[config.mk]
export PLATFORM = sky130hd
export DESIGN_NAME = serial_subtractor
export DESIGN_NICKNAME = d
export VERILOG_FILES = /design/src/rtl/serial_subtractor_pkg.sv /design/src/rtl/full_subtractor_bit.sv /design/src/rtl/serial_subtractor.sv
export SDC_FILE = /design/constraint.sdc
export NUM_CORES = 1
export LEC_CHECK = 0
export CAP_MARGIN = 20
export CORE_ASPECT_RATIO = 0.75
export CORE_MARGIN = 3
export CORE_UTILIZATION = 51
export CTS_BUF_LIST = sky130_fd_sc_hd__clkbuf_4
export DETAILED_ROUTE_END_ITERATION = 10
export GPL_TIMING_DRIVEN = 1
export PLACE_DENSITY = 0.86
export SLEW_MARGIN = 20
export SYNTH_ARGS = -nofsm -noshare
export SYNTH_HDL_FRONTEND = slang
export SYNTH_SLANG_ARGS = --single-unit
[constraint.sdc]
create_clock -name clk -period 1.61 [get_ports clk]
set_input_delay 0.483 -clock clk [delete_from_list [all_inputs] [get_ports clk]]
set_output_delay 0.483 -clock clk [all_outputs]
set_load 0.01 [all_outputs]
[src/rtl/serial_subtractor_pkg.sv]
// Shared types and constants for the bit-serial subtractor.
// Holds the FSM state encoding, the default operand width and a helper
// that sizes the bit counter for a given operand width.
package serial_subtractor_pkg;

  typedef enum logic [1:0] {
    IDLE  = 2'd0,
    SHIFT = 2'd1,
    DONE  = 2'd2
  } state_t;

  localparam int DEFAULT_WIDTH = 8;

  // Counter must index bits 0..width-1; keep at least one bit.
  function automatic int cnt_width(input int width);
    return (width > 1) ? $clog2(width) : 1;
  endfunction

endpackage

[src/rtl/full_subtractor_bit.sv]
// One-bit full subtractor cell: d = a - b - bin (mod 2), bout = borrow out.
// Latency: purely combinational. Backpressure: none (no handshake).
// Ports: a, b, bin (inputs); d (difference bit), bout (borrow out).
module full_subtractor_bit (
  input  logic a,
  input  logic b,
  input  logic bin,
  output logic d,
  output logic bout
);

  assign d    = a ^ b ^ bin;
  // Borrow when b exceeds a, or when a == b and a borrow is already pending.
  assign bout = (~a & b) | (~(a ^ b) & bin);

endmodule

[src/rtl/serial_subtractor.sv]
// Bit-serial LSB-first subtractor: difference = minuend - subtrahend - borrow_in.
// Latency: accept in cycle 0, WIDTH shift cycles, out_valid from cycle WIDTH+1.
// Backpressure: result held in DONE until out_ready; in_ready only in IDLE.
// Ports: clk, rst (sync, active-high); in_valid/in_ready + minuend, subtrahend,
//   borrow_in; out_valid/out_ready + difference, borrow_out; busy.
// Optional: SERIAL_SUBTRACTOR_OVERFLOW_EN adds the signed overflow output.
module serial_subtractor
  import serial_subtractor_pkg::*;
#(
  parameter int WIDTH = DEFAULT_WIDTH
) (
  input  logic             clk,
  input  logic             rst,
  input  logic             in_valid,
  output logic             in_ready,
  input  logic [WIDTH-1:0] minuend,
  input  logic [WIDTH-1:0] subtrahend,
  input  logic             borrow_in,
  output logic             out_valid,
  input  logic             out_ready,
  output logic [WIDTH-1:0] difference,
  output logic             borrow_out,
  output logic             busy
`ifdef SERIAL_SUBTRACTOR_OVERFLOW_EN
  ,
  output logic             overflow
`endif
);

  localparam int CW = cnt_width(WIDTH);
  localparam logic [CW-1:0] LAST = CW'(WIDTH - 1);

  state_t state, state_n;

  logic [WIDTH-1:0] a_q;
  logic [WIDTH-1:0] b_q;
  logic [WIDTH-1:0] diff_q;
  logic             br_q;
  logic [CW-1:0]    cnt_q;
  logic             bout_q;
  logic             cell_d;
  logic             cell_bout;
  logic             last_bit;

`ifdef SERIAL_SUBTRACTOR_OVERFLOW_EN
  logic             ovf_q;
`endif

  // The only arithmetic in the block: one cell fed from the shift-register LSBs.
  full_subtractor_bit u_cell (
    .a    (a_q[0]),
    .b    (b_q[0]),
    .bin  (br_q),
    .d    (cell_d),
    .bout (cell_bout)
  );

  assign last_bit = (cnt_q == LAST);

  // State register.
  always_ff @(posedge clk) begin
    if (rst) begin
      state <= IDLE;
    end else begin
      state <= state_n;
    end
  end

  // Next-state logic.
  always_comb begin
    state_n = state;
    case (state)
      IDLE:    if (in_valid)  state_n = SHIFT;
      SHIFT:   if (last_bit)  state_n = DONE;
      DONE:    if (out_ready) state_n = IDLE;
      default: state_n = IDLE;
    endcase
  end

  // Datapath: operand shift registers, borrow flop, difference register.
  always_ff @(posedge clk) begin
    if (rst) begin
      a_q    <= '0;
      b_q    <= '0;
      diff_q <= '0;
      br_q   <= 1'b0;
      cnt_q  <= '0;
      bout_q <= 1'b0;
`ifdef SERIAL_SUBTRACTOR_OVERFLOW_EN
      ovf_q  <= 1'b0;
`endif
    end else begin
      case (state)
        IDLE: begin
          if (in_valid) begin
            a_q   <= minuend;
            b_q   <= subtrahend;
            br_q  <= borrow_in;
            cnt_q <= '0;
          end
        end
        SHIFT: begin
          a_q    <= a_q >> 1;
          b_q    <= b_q >> 1;
          br_q   <= cell_bout;
          // LSB-first result enters at the MSB end; after WIDTH shifts it is aligned.
          diff_q <= {cell_d, diff_q[WIDTH-1:1]};
          if (last_bit) begin
            bout_q <= cell_bout;
`ifdef SERIAL_SUBTRACTOR_OVERFLOW_EN
            // Signed overflow: borrow into the MSB differs from borrow out of it.
            ovf_q  <= br_q ^ cell_bout;
`endif
          end else begin
            cnt_q <= cnt_q + CW'(1);
          end
        end
        default: ;
      endcase
    end
  end

  // All outputs are decodes of flops only; no input reaches an output combinationally.
  assign in_ready   = (state == IDLE);
  assign out_valid  = (state == DONE);
  assign busy       = (state != IDLE);
  assign difference = diff_q;
  assign borrow_out = bout_q;
`ifdef SERIAL_SUBTRACTOR_OVERFLOW_EN
  assign overflow   = ovf_q;
`endif

endmodule

**After elaboration in Yosys (flattened, before gate mapping)**

Index checks and enable logic that the tools add are counted.
Widths: inputs -> output; s select.

- Register bits after elaboration: 31
- Output and inout bits: 12
- Logic and storage cells: 42

- Add/subtract/negate cells: 1
- Equality and inequality tests: 7
- Mux-type cells: 13
- Bitwise gates (word level): 7
- Reductions and logical operators: 7

Operator list:

| kind | count |
|---|---|
| $pmux 8 s2 | 2 |
| $mux 8 | 2 |
| $mux 2 | 3 |
| $mux 3 | 2 |
| $ne 2x2->1 const B | 3 |
| $pmux 2 s3 | 1 |
| $pmux 3 s2 | 1 |
| $reduce_and 3->1 | 2 |
| $reduce_and 2->1 | 2 |
| $reduce_bool 2->1 | 2 |
| $add 3x1->3 const B | 1 |
| $eq 3x3->1 const B | 1 |
| $and 1x1->1 | 2 |
| $eq 2x1->1 const B | 1 |
| $eq 2x2->1 const B | 1 |
| $logic_not 2->1 | 1 |
| $ne 2x1->1 const B | 1 |
| $not 1->1 | 2 |
| $pmux 1 s2 | 1 |
| $xor 1x1->1 | 2 |
| $mux 1 | 1 |
| $or 1x1->1 | 1 |

**Longest topological paths before layout**

Gate-level depths: netlist (run 1).

- Depth after elaboration: 5
- Mapped depth: 5

**Cells and area by module**

Synthesis (run 1) repeated with hierarchy kept, for this count alone.

- Cell total of the unflattened synthesis: 147
- Area, all modules: 1,403.8 um2

By module, submodules not included:

| module | instances | cells an instance | area each (um2) | seq. area each (um2) |
|---|---|---|---|---|
| serial_subtractor | 1 | 143 | 1,372.6 | 620.6 |
| full_subtractor_bit | 1 | 4 | 31.3 | 0.0 |

**Worst setup path before layout (run 1)**

OpenSTA, ideal clock, no wires.

- Path kind: reg2out
- From: register state[0]
- To: output port busy
- Arrival: 0.867 ns
- Data required time: 1.127 ns
- Slack: 0.260 ns
- Stages on the path, launching flop included: 4
- Path buffers: 1
- Cell sequence: dfxtp_1 -> buf_6 -> nor2_1 -> inv_1

- Cells in the longest elaborated chain, start to end: 1

RTL lines:

| item | line | source |
|---|---|---|
| start: declaration | serial_subtractor.sv:33 | `state_t state, state_n;` |
| start signal: assignment | serial_subtractor.sv:65 | `state <= state_n;` |
| $reduce_bool 2->1 | serial_subtractor.sv:126 | `assign busy = (state != IDLE);` |
| end: declaration | serial_subtractor.sv:23 | `output logic busy` |

Every way passes these cells.

**Final worst setup path (run 1)**

- From: register diff_q[5] (netlist: difference[5])
- To: output port difference[5]

RTL lines:

| item | line | source |
|---|---|---|
| start: declaration | serial_subtractor.sv:37 | `logic [WIDTH-1:0] diff_q;` |
| start signal: assignment | serial_subtractor.sv:107 | `diff_q <= {cell_d, diff_q[WIDTH-1:1]};` |
| end: declaration | serial_subtractor.sv:21 | `output logic [WIDTH-1:0] difference,` |

No word-level cell between the ends.

==> results.sh, run 1 <==
export IMPL_pre_cts_slack_ns=-0.180
export IMPL_drt_iter0_drc=43
export IMPL_synth_top_cell_by_area="dfxtp_1"
export IMPL_cp_max_fo=3
export IMPL_fin_crit_ns=1.52
export IMPL_tightest_slew_ns=0.341
export IMPL_cts_tree="yes"
export IMPL_path_cells="dlygate4sd2_1"
export IMPL_gp_congestion=0.777
export IMPL_holdPathStages=2
export IMPL_setup_viol=0
export IMPL_synth_compound_area_share_pct=20.1
export IMPL_finalWorstSetupSlack_ns=0.0938
export IMPL_rr_worst_depth=5
export IMPL_area_growth_pct=30.5
export IMPL_rr_endpoint="cnt_q[2]$_SDFFE_PP0P_"
export IMPL_drt_drc_violations_left=0
export IMPL_final_max_slew_violation_count=0
export IMPL_final_cells=219
export IMPL_status="complete, no violations"
export IMPL_n_antenna_cell=0
export IMPL_drt_wl_total_um=2920
export IMPL_grt_start_max_net_pins=31
export IMPL_ant_nets=0
export IMPL_cts_sinks=31
export IMPL_min_to="difference[2]$_SDFFE_PP0N_"
export IMPL_synth_cell_type_count=26
export IMPL_clk_pin_slew_ns=0.09
export IMPL_fp_row_count=15
export IMPL_synth_simple_area_share_pct=14.9
export IMPL_grt_pass1_wl_um=4940
export IMPL_grt_pass1_vias=1118
export IMPL_yosys_warnings=0
export IMPL_die_h_um=51.3
export IMPL_ir_drop_mv=0.562
export IMPL_crit_path_end_kind="output pin"
export IMPL_initial_core_util_pct=57.3
export IMPL_hold_buffers=0
export IMPL_fp_dieW_um=66.4
export IMPL_root_buffer="clkbuf_4"
export IMPL_wl_per_cell_um=13.3
export IMPL_r2r_start="cnt_q[0]$_SDFFE_PP0P_"
export IMPL_crit_family="flip-flops"
export IMPL_synth_xor_area_share_pct=0
export IMPL_gr_total_overflow=0
export IMPL_track_usage_pct=19.4
export IMPL_avgSynthCellArea_um2=9.57
export IMPL_slew_headroom_pct=77.3
export IMPL_syn_num_nets=170
export IMPL_final_cell_mix="dfxtp_1, clkdlybuf4s50_1, nand2_1"
export IMPL_synth_area_top_cells="dfxtp_1, mux2i_1, a211oi_2"
export IMPL_synth_cells=146
export IMPL_place_area_um2=1760
export IMPL_syn_area_um2=1400
export IMPL_worstPathArrival_ns=1.03
export IMPL_start_kind="flop"
export IMPL_period_share_pct=94.2
export IMPL_synthMuxAreaShare_pct=10.7
export IMPL_core_region_area_um2=2440
export IMPL_final_common_cell="dfxtp_1"
export IMPL_via_count=1127
export IMPL_place_inst=210
export IMPL_die_area_um2=3410
export IMPL_hold_path_class="reg -> reg"
export IMPL_max_stage_delay_ns=0.40
export IMPL_max_cap_violations=0
export IMPL_r2r_slack_ns=0.11
export IMPL_ys_seq_area_share_pct=44.4
export IMPL_skew_ns=0.00790
export IMPL_worstSetupPathType="reg -> out"
export IMPL_pin_count=33
export IMPL_antenna_found_initial=0
export IMPL_finalPower_w=0.00157
export IMPL_portBuffers=32
export IMPL_synth_top_family_by_area="compound AO/OA/AOI/OAI gates"
export IMPL_yosys_area_share_adder_pct=3.22
export IMPL_cts_max_level=2
export IMPL_cp_buffers_inverters=1
export IMPL_p_leak_nw=0.751
export IMPL_fmax_ghz=0.660
export IMPL_hpwl_um=2150
export IMPL_fin_area_um2=1820
export IMPL_fillCellCount=188
export IMPL_layout_nets=208
export IMPL_drive_above_1_share_pct=19.5
export IMPL_hold_viol=0
export IMPL_clock_path_buffers=2
export IMPL_slowest_stage="dfxtp_1"
export IMPL_required_ns=1.13
export IMPL_clkLatencyLatePin_ns=0.32
export IMPL_hold_ws_ns=0.472
export IMPL_rsz0062_at_grt="no"
export IMPL_p_per_area_nw_per_um2=863
export IMPL_drt_pass1_iterations=4
export IMPL_tritoncts_num_buffers=5
export IMPL_hp_start="difference[3]$_SDFFE_PP0N_"
export IMPL_ys_ff_latch=31
export IMPL_routed_via_density=5.15
export IMPL_yosysTopAreaCellShare_pct=44.4
==> through the flow <==
step           TNS (ns)  utilization [%]
2_1_floorplan         0                -
3_3_place_gp      -1.25             72.3
3_5_place_dp      -2.49             72.3
4_1_cts               0             75.0
5_1_grt               0             74.8
6_report              0             74.8
==> metal layers <==
| metal | wire length, um | global-route usage, % | share of wire, % |
|---|---|---|---|
| met1 | 1360 | 24.2 | 47 |
| met2 | 1390 | 31.5 | 48 |
| met3 | 143 | 5.93 | 4.9 |
| met4 | 26 | 7.09 | 0.89 |
| met5 | 0 | 0 | 0 |
==> synth_stat cells, drive strengths merged <==
master and count:
buf 9, a22oi 1, o31ai 1, fa 1
a211oi 15, o21bai 1, nor4b 1, a311oi 1
a32oi 2, nor2b 3, inv 6, o21ba 1
nor2 19, dfxtp 31, mux2i 15, o21ai 2
nand2b 5, nand2 19, a21oi 10, clkbuf 1
ha 2
==> flip-flops by register name (all words and copies together), names as in the netlist <==
name	count
difference	8
state	2
b_q	8
borrow_out	1
a_q	8
br_q	1
cnt_q	3
==> layout make-up <==
cell class	instances	area [um^2]	share of cell area, %
clock buffers	7	52.6	2.88
clock inverters	1	5.00	0.274
inverters	6	22.5	1.23
multi-input cells	99	699	38.3
flip-flops and latches	31	628	34.4
well taps	34	42.5	2.33
repair buffers	41	374	20.5
==> how the worst max path moves through the flow <==
stage / from / to / slack [ns] / depth (start not counted)
2_1_floorplan: state[0]$_SDFFE_PP0P_ / busy / 0.26 / 3
3_3_place_gp: in_valid / b_q[5]$_SDFFE_PP0P_ / -0.08 / 5
3_5_place_dp: in_valid / b_q[6]$_SDFFE_PP0P_ / -0.18 / 5
4_1_cts: state[0]$_SDFFE_PP0P_ / busy / 0.008 / 3
5_1_grt: cnt_q[0]$_SDFFE_PP0P_ / cnt_q[1]$_SDFFE_PP0P_ / 0.0007 / 5
6_report: difference[5]$_SDFFE_PP0N_ / difference[5] / 0.09 / 1
==> report_power, final <==
| part | switching, W | internal, W |
|---|---|---|
| clock | 0.000242 | 0.000204 |
| combinational | 0.000139 | 0.000147 |
| sequential | 0.0000301 | 0.000812 |
==> timing repair <==
| action | 4_1_cts | 5_1_grt |
|---|---|---|
| gates resized for setup | 20 | 7 |
| pin swaps | 1 | 1 |
| buffers inserted | 1 | 0 |
| endpoints found under the hold margin | 0 | 0 |
| endpoints found under the setup margin | 12 | 3 |
==> kinds of logic after synthesis <==
| kind of cell | after synthesis |
|---|---|
| AO/OA/AOI/OAI | 34 |
| adder cells (fa/ha/maj) | 3 |
| buffers and inverters | 16 |
| flip-flops | 31 |
| multiplexers | 15 |
| AND/OR/NAND/NOR | 47 |
Power figures use the tool's default switching activity.
==> run 2, diff against run 1 <==
- clock period: 1.61 -> 1.6 ns (I/O delays scaled with it)
==> run 2 against run 1 <==
  * Count of clock-buffer cells in the layout is 1 lower
  * Sequential share of layout area is 0.44 points lower
  * Global-route usage is 1.5 points higher
  * Routed wire length is 6.2% higher
  * Highest routed layer unchanged
  * Critical path type unchanged
  * Setup slack worse by 0.049 ns
  * Final area is 1.3% higher
  * Clock skew hardly changed
  * Largest cell class unchanged
  * Die area stayed put
==> results.sh, run 2 (same netlist as run 1, synthesis figures left out) <==
export IMPL_hold_viol=0
export IMPL_hp_start="difference[2]$_SDFFE_PP0N_"
export IMPL_ir_drop_mv=0.512
export IMPL_final_cell_mix="dfxtp_1, nand2_1, clkdlybuf4s50_1"
export IMPL_p_leak_nw=0.759
export IMPL_rr_endpoint="borrow_out$_SDFFE_PP0P_"
export IMPL_clk_pin_slew_ns=0.09
export IMPL_p_per_area_nw_per_um2=841
export IMPL_cts_max_level=2
export IMPL_status="complete, no violations"
export IMPL_fp_row_count=15
export IMPL_cts_tree="yes"
export IMPL_period_share_pct=97.2
export IMPL_finalPower_w=0.00155
export IMPL_startpoint="state[1]$_SDFFE_PP0P_"
export IMPL_rr_worst_depth=4
export IMPL_tritoncts_num_buffers=5
export IMPL_path_cells="nor2b_4, clkdlybuf4s15_2"
export IMPL_worstSetupPathType="reg -> out"
export IMPL_max_stage_delay_ns=0.38
export IMPL_initial_core_util_pct=57.3
export IMPL_cts_sinks=31
export IMPL_slowest_stage="dfxtp_4"
export IMPL_required_ns=1.12
export IMPL_pre_cts_slack_ns=-0.205
export IMPL_wl_per_cell_um=14.2
export IMPL_routed_via_density=5.22
export IMPL_drt_wl_total_um=3100
export IMPL_area_growth_pct=32.2
export IMPL_r2r_slack_ns=0.10
export IMPL_n_antenna_cell=0
export IMPL_die_h_um=51.3
export IMPL_fmax_ghz=0.643
export IMPL_final_common_cell="dfxtp_1"
export IMPL_fp_dieW_um=66.4
export IMPL_gp_congestion=0.767
export IMPL_skew_ns=0.00767
export IMPL_pin_count=33
export IMPL_place_inst=211
export IMPL_slew_headroom_pct=79.5
export IMPL_r2r_start="state[0]$_SDFFE_PP0P_"
export IMPL_final_max_slew_violation_count=0
export IMPL_start_kind="flop"
export IMPL_drive_above_1_share_pct=18.9
export IMPL_antenna_found_initial=0
export IMPL_setup_viol=0
export IMPL_tightest_slew_ns=0.307
export IMPL_cp_max_fo=4
export IMPL_ant_nets=0
export IMPL_rsz0062_at_grt="no"
export IMPL_gr_total_overflow=0
export IMPL_portBuffers=32
export IMPL_layout_nets=210
export IMPL_grt_start_max_net_pins=31
export IMPL_drt_iter0_drc=72
export IMPL_hpwl_um=2170
export IMPL_grt_pass1_wl_um=5430
export IMPL_finalWorstSetupSlack_ns=0.0446
export IMPL_root_buffer="clkbuf_4"
export IMPL_die_area_um2=3410
export IMPL_grt_pass1_vias=1212
export IMPL_worstPathArrival_ns=1.08
export IMPL_hold_path_class="reg -> reg"
export IMPL_clkLatencyLatePin_ns=0.31
export IMPL_crit_path_end_kind="output pin"
export IMPL_setup_tns_ns=0
export IMPL_min_to="difference[1]$_SDFFE_PP0N_"
export IMPL_drt_pass1_iterations=4
export IMPL_clock_path_buffers=2
export IMPL_holdPathStages=2
export IMPL_via_count=1144
export IMPL_drt_drc_violations_left=0
export IMPL_max_cap_violations=0
export IMPL_core_region_area_um2=2440
export IMPL_fin_crit_ns=1.56
export IMPL_track_usage_pct=20.9
export IMPL_final_cells=219
## run 2: cell count changes in the layout (fill, tap and decap cells not counted), sizes merged
cell / previous run / this run
buf: 10 / 11
clkbuf: 9 / 6
clkdlybuf4s15: 0 / 2
clkdlybuf4s50: 20 / 19
clkinv: 1 / 0
dlygate4sd2: 9 / 10
dlymetal6s2s: 0 / 1
## run 2: worst max-delay path: cells and delay by family (launching register included)
family | cells | cell delay (ns)
DFF | 1 | 0.38
buffers and inverters | 1 | 0.23
and+or+nand+nor | 1 | 0.16
## run 2: timing repair
item	4_1_cts	5_1_grt
hold buffers	0	0
setup endpoints to repair	12	6
gates resized for setup	21	4
buffers inserted	1	1
pin swaps	1	1
## run 2: how the worst max path moves through the flow
stage	end	slack (ns)
floorplan	busy	0.25
global placement	b_q[5]$_SDFFE_PP0P_	-0.09
detailed placement	cnt_q[2]$_SDFFE_PP0P_	-0.21
CTS	busy	0.0005
global route	out_valid	0.001
finish	out_valid	0.04
## run 2: cell type report
type,count,area (um^2)
multi-input cells,99,703
fillers,178,592
flip-flops and latches,31,628
inverters,6,22.5
repair buffers,43,407
well taps,34,42.5
clock buffers,6,45.0
## run 2: where the power goes
group / switching (W) / internal, W / total, W
Sequential: 0.0000307 / 0.000817 / 0.000848
Combinational: 0.000145 / 0.000154 / 0.000299
Clock: 0.000234 / 0.000173 / 0.000408
## run 2: metal layers
layer | GRT usage [%] | routed length (um) | up-vias
met2 | 34.8 | 1510 | 25
li1 | - | - | 580
met1 | 25.4 | 1430 | 535
met4 | 8.11 | 25 | 0
met5 | 0 | 0 | -
met3 | 5.93 | 133 | 4
## run 2: per-stage QoR
stage	utilization (%)	hold slack (ns)	instance area, um^2
CTS	75.0	0.466	1830
detailed placement	72.6	0.458	1770
finish	75.7	0.462	1850
global route	75.7	0.494	1850
floorplan	-	0.452	1400
global placement	72.6	0.446	1770
